--- config.mk ---
export PLATFORM = sky130hd
export DESIGN_NAME = pe_mac_sys
export DESIGN_NICKNAME = d
export VERILOG_FILES = /design/src/rtl/pe_mac_sys.sv
export SDC_FILE = /design/constraint.sdc
export NUM_CORES = 1
export LEC_CHECK = 0
export ABC_AREA = 0
export CAP_MARGIN = 20
export CORE_MARGIN = 2
export CORE_UTILIZATION = 61
export DETAILED_ROUTE_END_ITERATION = 10
export DONT_BUFFER_PORTS = 1
export PLACE_DENSITY = 0.79
export SLEW_MARGIN = 20
export SYNTH_ARGS = -nofsm -noshare
export SYNTH_HDL_FRONTEND = slang
export SYNTH_SLANG_ARGS = --single-unit
--- constraint.sdc ---
create_clock -name clk -period 7.8 [get_ports clk]
set_clock_uncertainty 0.05 [all_clocks]
set_input_delay 1.17 -clock clk [delete_from_list [all_inputs] [get_ports clk]]
set_output_delay 1.17 -clock clk [all_outputs]
set_load 0.03 [all_outputs]
--- src/rtl/pe_mac_sys.sv ---
// pe_mac_sys: systolic signed MAC processing element with first/last framing and operand forwarding.
// Define PE_SAT_EN for a saturating accumulator with a sticky sat_flag; otherwise the sum wraps.
module pe_mac_sys #(
  parameter int DW    = 8,
  parameter int ACC_W = 24,
  parameter int CNT_W = 8
) (
  input  logic             clk,
  input  logic             rst_n,
  input  logic             in_valid,
  input  logic [DW-1:0]    in_a,
  input  logic [DW-1:0]    in_b,
  input  logic             in_first,
  input  logic             in_last,
  output logic             fwd_valid,
  output logic [DW-1:0]    fwd_a,
  output logic [DW-1:0]    fwd_b,
  output logic [ACC_W-1:0] acc_out,
  output logic             out_valid,
  output logic [ACC_W-1:0] out_data,
  output logic [CNT_W-1:0] beat_cnt,
  output logic             sat_flag
);
  typedef enum logic {IDLE, ACC} state_t;
  state_t state_q, state_d;
  logic s1_v_q, s1_v_d, s1_f_q, s1_f_d, s1_l_q, s1_l_d;
  logic signed [2*DW-1:0] s1_p_q, s1_p_d;
  logic fwd_v_q, fwd_v_d;
  logic [DW-1:0] fwd_a_q, fwd_a_d, fwd_b_q, fwd_b_d;
  logic signed [ACC_W-1:0] acc_q, acc_d, out_data_q, out_data_d, base, ext, acc_new;
  logic out_valid_q, out_valid_d, sat_q, sat_d, start, publish;
  logic [CNT_W-1:0] cnt_q, cnt_d;
  always_comb begin
    start   = s1_v_q & s1_f_q;
    publish = s1_v_q & s1_l_q;
  end
  always_comb state_d = publish ? IDLE : start ? ACC : state_q;
  always_comb begin
    s1_v_d      = in_valid;
    s1_f_d      = in_valid & in_first;
    s1_l_d      = in_valid & in_last;
    s1_p_d      = in_valid ? $signed(in_a) * $signed(in_b) : s1_p_q;
    fwd_v_d     = in_valid;
    fwd_a_d     = in_a;
    fwd_b_d     = in_b;
    ext         = ACC_W'(s1_p_q);
    base        = start ? '0 : acc_q;
    acc_d       = s1_v_q ? acc_new : acc_q;
    cnt_d       = s1_v_q ? (start ? CNT_W'(1) : cnt_q + 1'b1) : cnt_q;
    out_valid_d = publish;
    out_data_d  = publish ? acc_new : out_data_q;
  end
`ifdef PE_SAT_EN
  logic signed [ACC_W:0] sum_w;
  logic ovf;
  // one guard bit exposes overflow; clamp towards the sign of the true sum
  always_comb begin
    sum_w   = (ACC_W+1)'(base) + (ACC_W+1)'(ext);
    ovf     = sum_w[ACC_W] ^ sum_w[ACC_W-1];
    acc_new = ovf ? (sum_w[ACC_W] ? {1'b1, {(ACC_W-1){1'b0}}} : {1'b0, {(ACC_W-1){1'b1}}})
                  : sum_w[ACC_W-1:0];
    sat_d   = s1_v_q ? ((start ? 1'b0 : sat_q) | ovf) : sat_q;
  end
`else
  always_comb begin
    acc_new = base + ext;
    sat_d   = 1'b0;
  end
`endif
  always_ff @(posedge clk) begin
    if (!rst_n) begin
      state_q     <= IDLE;
      s1_v_q      <= 1'b0;
      s1_f_q      <= 1'b0;
      s1_l_q      <= 1'b0;
      s1_p_q      <= '0;
      fwd_v_q     <= 1'b0;
      fwd_a_q     <= '0;
      fwd_b_q     <= '0;
      acc_q       <= '0;
      cnt_q       <= '0;
      out_valid_q <= 1'b0;
      out_data_q  <= '0;
      sat_q       <= 1'b0;
    end else begin
      state_q     <= state_d;
      s1_v_q      <= s1_v_d;
      s1_f_q      <= s1_f_d;
      s1_l_q      <= s1_l_d;
      s1_p_q      <= s1_p_d;
      fwd_v_q     <= fwd_v_d;
      fwd_a_q     <= fwd_a_d;
      fwd_b_q     <= fwd_b_d;
      acc_q       <= acc_d;
      cnt_q       <= cnt_d;
      out_valid_q <= out_valid_d;
      out_data_q  <= out_data_d;
      sat_q       <= sat_d;
    end
  end
  assign fwd_valid = fwd_v_q;
  assign fwd_a     = fwd_a_q;
  assign fwd_b     = fwd_b_q;
  assign acc_out   = acc_q;
  assign out_valid = out_valid_q;
  assign out_data  = out_data_q;
  assign beat_cnt  = cnt_q;
  assign sat_flag  = sat_q;
endmodule

==> results_dict.tcl <==
set metrics [dict create \
    status "completed" \
    arrival_ns 5.30 \
    min_to "beat_cnt[0]$_SDFFE_PN0P_" \
    worstReg2RegStart "fwd_valid$_SDFF_PN0_" \
    synth_compound_area_share_pct 12.7 \
    grt_start_max_net_pins 105 \
    syn-num-nets 924 \
    synth_top_area_cell "dfxtp_1" \
    postSynthCellCount 794 \
    cts_inserted_buffers 9 \
    syn_area_um2 7090 \
    grt_overflow 0 \
    clock_path_buffers 2 \
    min_path_cells 2 \
    final_cell_area_um2 7450 \
    dieWidth_um 112 \
    worstHoldStart "s1_f_q$_SDFF_PN0_" \
    syn_avg_cell_area_um2 8.93 \
    met2_usage_pct 42.5 \
    synth.area.mux_share_pct 4.01 \
    final_nets 901 \
    drv_cap 0 \
    dr.first_iter.drc_count 323 \
    met3_usage_pct 4.90 \
    gp_congestion 0.959 \
    cts-htree-levels 3 \
    path_class "primary input to register" \
    hold_class "register to register" \
    num-fill-cells 935 \
    synthAdderAreaFrac_pct 25.2 \
    cts_setup_buffers 0 \
    multi_input_area_um2 4770 \
    top_usage_layer "met2" \
    clkLatencyLatePin_ns 0.35 \
    cellPowerDensity_nw_per_um2 268 \
    pre_cts_slack_ns 2.31 \
    maxSlewViolCount 0 \
    synth_ff_type "dfxtp_1" \
    async_reset_ff_share_pct 0 \
    fmax_mhz 196 \
    synth.top_cell.area_share_pct 26.0 \
    grt_pass1_vias 5370 \
    leakagePower_nw 3.33 \
    worst_setup_path_end_kind "register" \
    post-route-min-period_ns 5.10 \
    rsz0062_at_grt "false" \
    antenna_found_initial 0 \
    synth_edf_count 0 \
    cts_num_sinks 92 \
    cts.clk_slew.worst_paths_ns 0.07 \
    finalWorstSetupSlack_ns 2.70 \
    drive_gt1_share_pct 3.61 \
    fp.dieH_um 112 \
    fp.dieArea_um2 12500 \
    ff2ff_path_depth 10 \
    drtAntennaViolNets 0 \
    finalSetupTns_ns 0 \
    diodes 0 \
    rrSetupSlack_ns 3.42 \
    worstSetupStartpointType "primary input" \
    synth_xor_xnor_area_share_pct 4.69 \
    area_growth_pct 5.03 \
    worst_pin_slew_ns 0.938 \
    cts_root_buf "clkbuf_16" \
    first_pass_iters 5 \
    core-area_um2 11400 \
    seqCellArea_um2 1840 \
    grt_first_pass_wirelength_mm 25.3 \
    io_pins 96 \
    path_max_fanout 9 \
    hpwl_mm 11.4 \
    grt.total_usage_pct 24.5 \
    synth-seq-area-share_pct 26.0 \
    synth.distinct_cells 59 \
    hold_buffers 0 \
    wl_per_cell_um 16.4 \
    io_buffers 0 \
    slew_headroom_pct 37.5 \
    use_met1_pct 31.1 \
    finalSetupViolCount 0 \
    drc 0 \
    synth_warnings 0 \
    vdd_drop_max_v 0.000124 \
    place_area_um2 7140 \
    cts_tree "yes" \
    start_util_pct 62.4 \
    synth_top_family_by_area "adder cells" \
    worstPathRequired_ns 7.99 \
    hold_violations 0 \
    synthSimpleGateAreaFrac_pct 20.8 \
    wl_mm 15.0 \
    r2r_end "out_data[23]$_SDFFE_PN0P_" \
    hold_slack_ns 0.419 \
    num_rows 39 \
    avgViaCountPerCell 5.75 \
    synth_seq_cells 92 \
    vias 5284 \
    ctsResizeCount 0 \
    synth_area_leaders "dfxtp_1 26%, fa_1 16%, ha_1 9.4%" \
    min_period_over_period_pct 65.4 \
]
metal layers:
layer  routed length [µm]  part of all wire, %  vias up
met3                  758                  5.0       16
met4                  185                  1.2        0
li1                     -                    -     2596
met1                 6790                   45     2545
met5                    0                    0        -
met2                 7310                   49      127
worst max path at each step:
stage,startpoint,endpoint
after global routing,in_b[3],s1_p_q[15]$_SDFFE_PN0P_
after floorplan,in_b[3],s1_p_q[15]$_SDFFE_PN0P_
after detailed placement,in_b[3],s1_p_q[15]$_SDFFE_PN0P_
final,in_b[3],s1_p_q[15]$_SDFFE_PN0P_
after global placement,in_b[3],s1_p_q[15]$_SDFFE_PN0P_
after CTS,in_b[3],s1_p_q[15]$_SDFFE_PN0P_
sequential cells by signal, indices dropped and copies added, names as in the netlist:
name and flops:
s1_l_q 1, acc_out 24, out_data 24, s1_p_q 16, fwd_valid 1, fwd_a 8, fwd_b 8, out_valid 1
beat_cnt 8, s1_f_q 1
synth_stat cells (2+ instances only):
cell type	number
or3_1	3
a211oi_1	3
nand4b_1	3
dfxtp_1	92
nand2b_1	4
a311o_1	2
nor2b_1	30
inv_1	91
nand3b_1	4
o21ai_1	2
a21o_1	6
fa_1	56
nand2_1	64
a31o_1	3
xor2_1	14
a21boi_0	10
o21ai_0	32
ha_1	53
o21a_1	5
a31oi_1	4
nand3_1	31
o21bai_1	4
and3_1	6
nor2_1	14
o211ai_1	8
and2_1	88
and4_1	2
mux2i_1	25
a41oi_1	3
buf_1	2
xnor2_1	24
o211a_1	5
a21oi_1	33
o211ai_2	2
clkbuf_1	31
nand4_1	9
mux2_2	3
nor3_1	2
cells by family after synthesis:
kind of cell | after synthesis
other | 1
muxes | 28
and+or+nand+nor | 267
buffers and inverters | 125
DFF | 92
AOI/OAI and AO/OA | 134
adders and majority gates | 109
xor gates and xnor gates | 38
cell type report:
| class | instances | share of cell area [%] |
|---|---|---|
| Clock inverter | 7 | 1.11 |
| Clock buffer | 9 | 3.02 |
| Sequential cell | 92 | 24.8 |
| Inverter | 91 | 4.59 |
| Tap cell | 143 | 2.40 |
| Multi-Input combinational cell | 577 | 64.1 |
placed cells by master, fill, tap and decap left out, types with 25 or more instances in the layout:
master,instances
mux2i_1,25
o21ai_0,32
dfxtp_1,91
ha_1,53
inv_1,91
nand3_1,31
nor2b_1,30
and2_1,88
a21oi_1,33
fa_1,56
nand2_1,64
where the power goes:
| group | switching [mW] | internal (mW) | leakage (nW) |
|---|---|---|---|
| Combinational | 0.516 | 0.425 | 2.42 |
| Clock | 0.206 | 0.254 | 0.150 |
| Sequential | 0.0806 | 0.514 | 0.752 |
| Total | 0.802 | 1.19 | 3.33 |
worst max-delay path, cell delays in order:
cell and delay [ns]:
and2_1 0.18, fa_1 0.61, inv_1 0.15, fa_1 0.55
inv_1 0.05, fa_1 0.52, inv_1 0.05, fa_1 0.52
inv_1 0.04, ha_1 0.34, a21oi_1 0.26, o31ai_1 0.15
a211o_1 0.31, a21oi_1 0.17, xnor2_1 0.14, a21oi_1 0.08
metrics by stage:
stage	cells	power (mW)	util (%)
CTS	919	2.00	65.5
global placement	903	1.51	62.8
finish	919	2.00	65.5
floorplan	794	1.38	-
global route	919	2.16	65.5
detailed placement	903	1.54	62.8
Note: power is estimated with default switching activity, not from simulation.
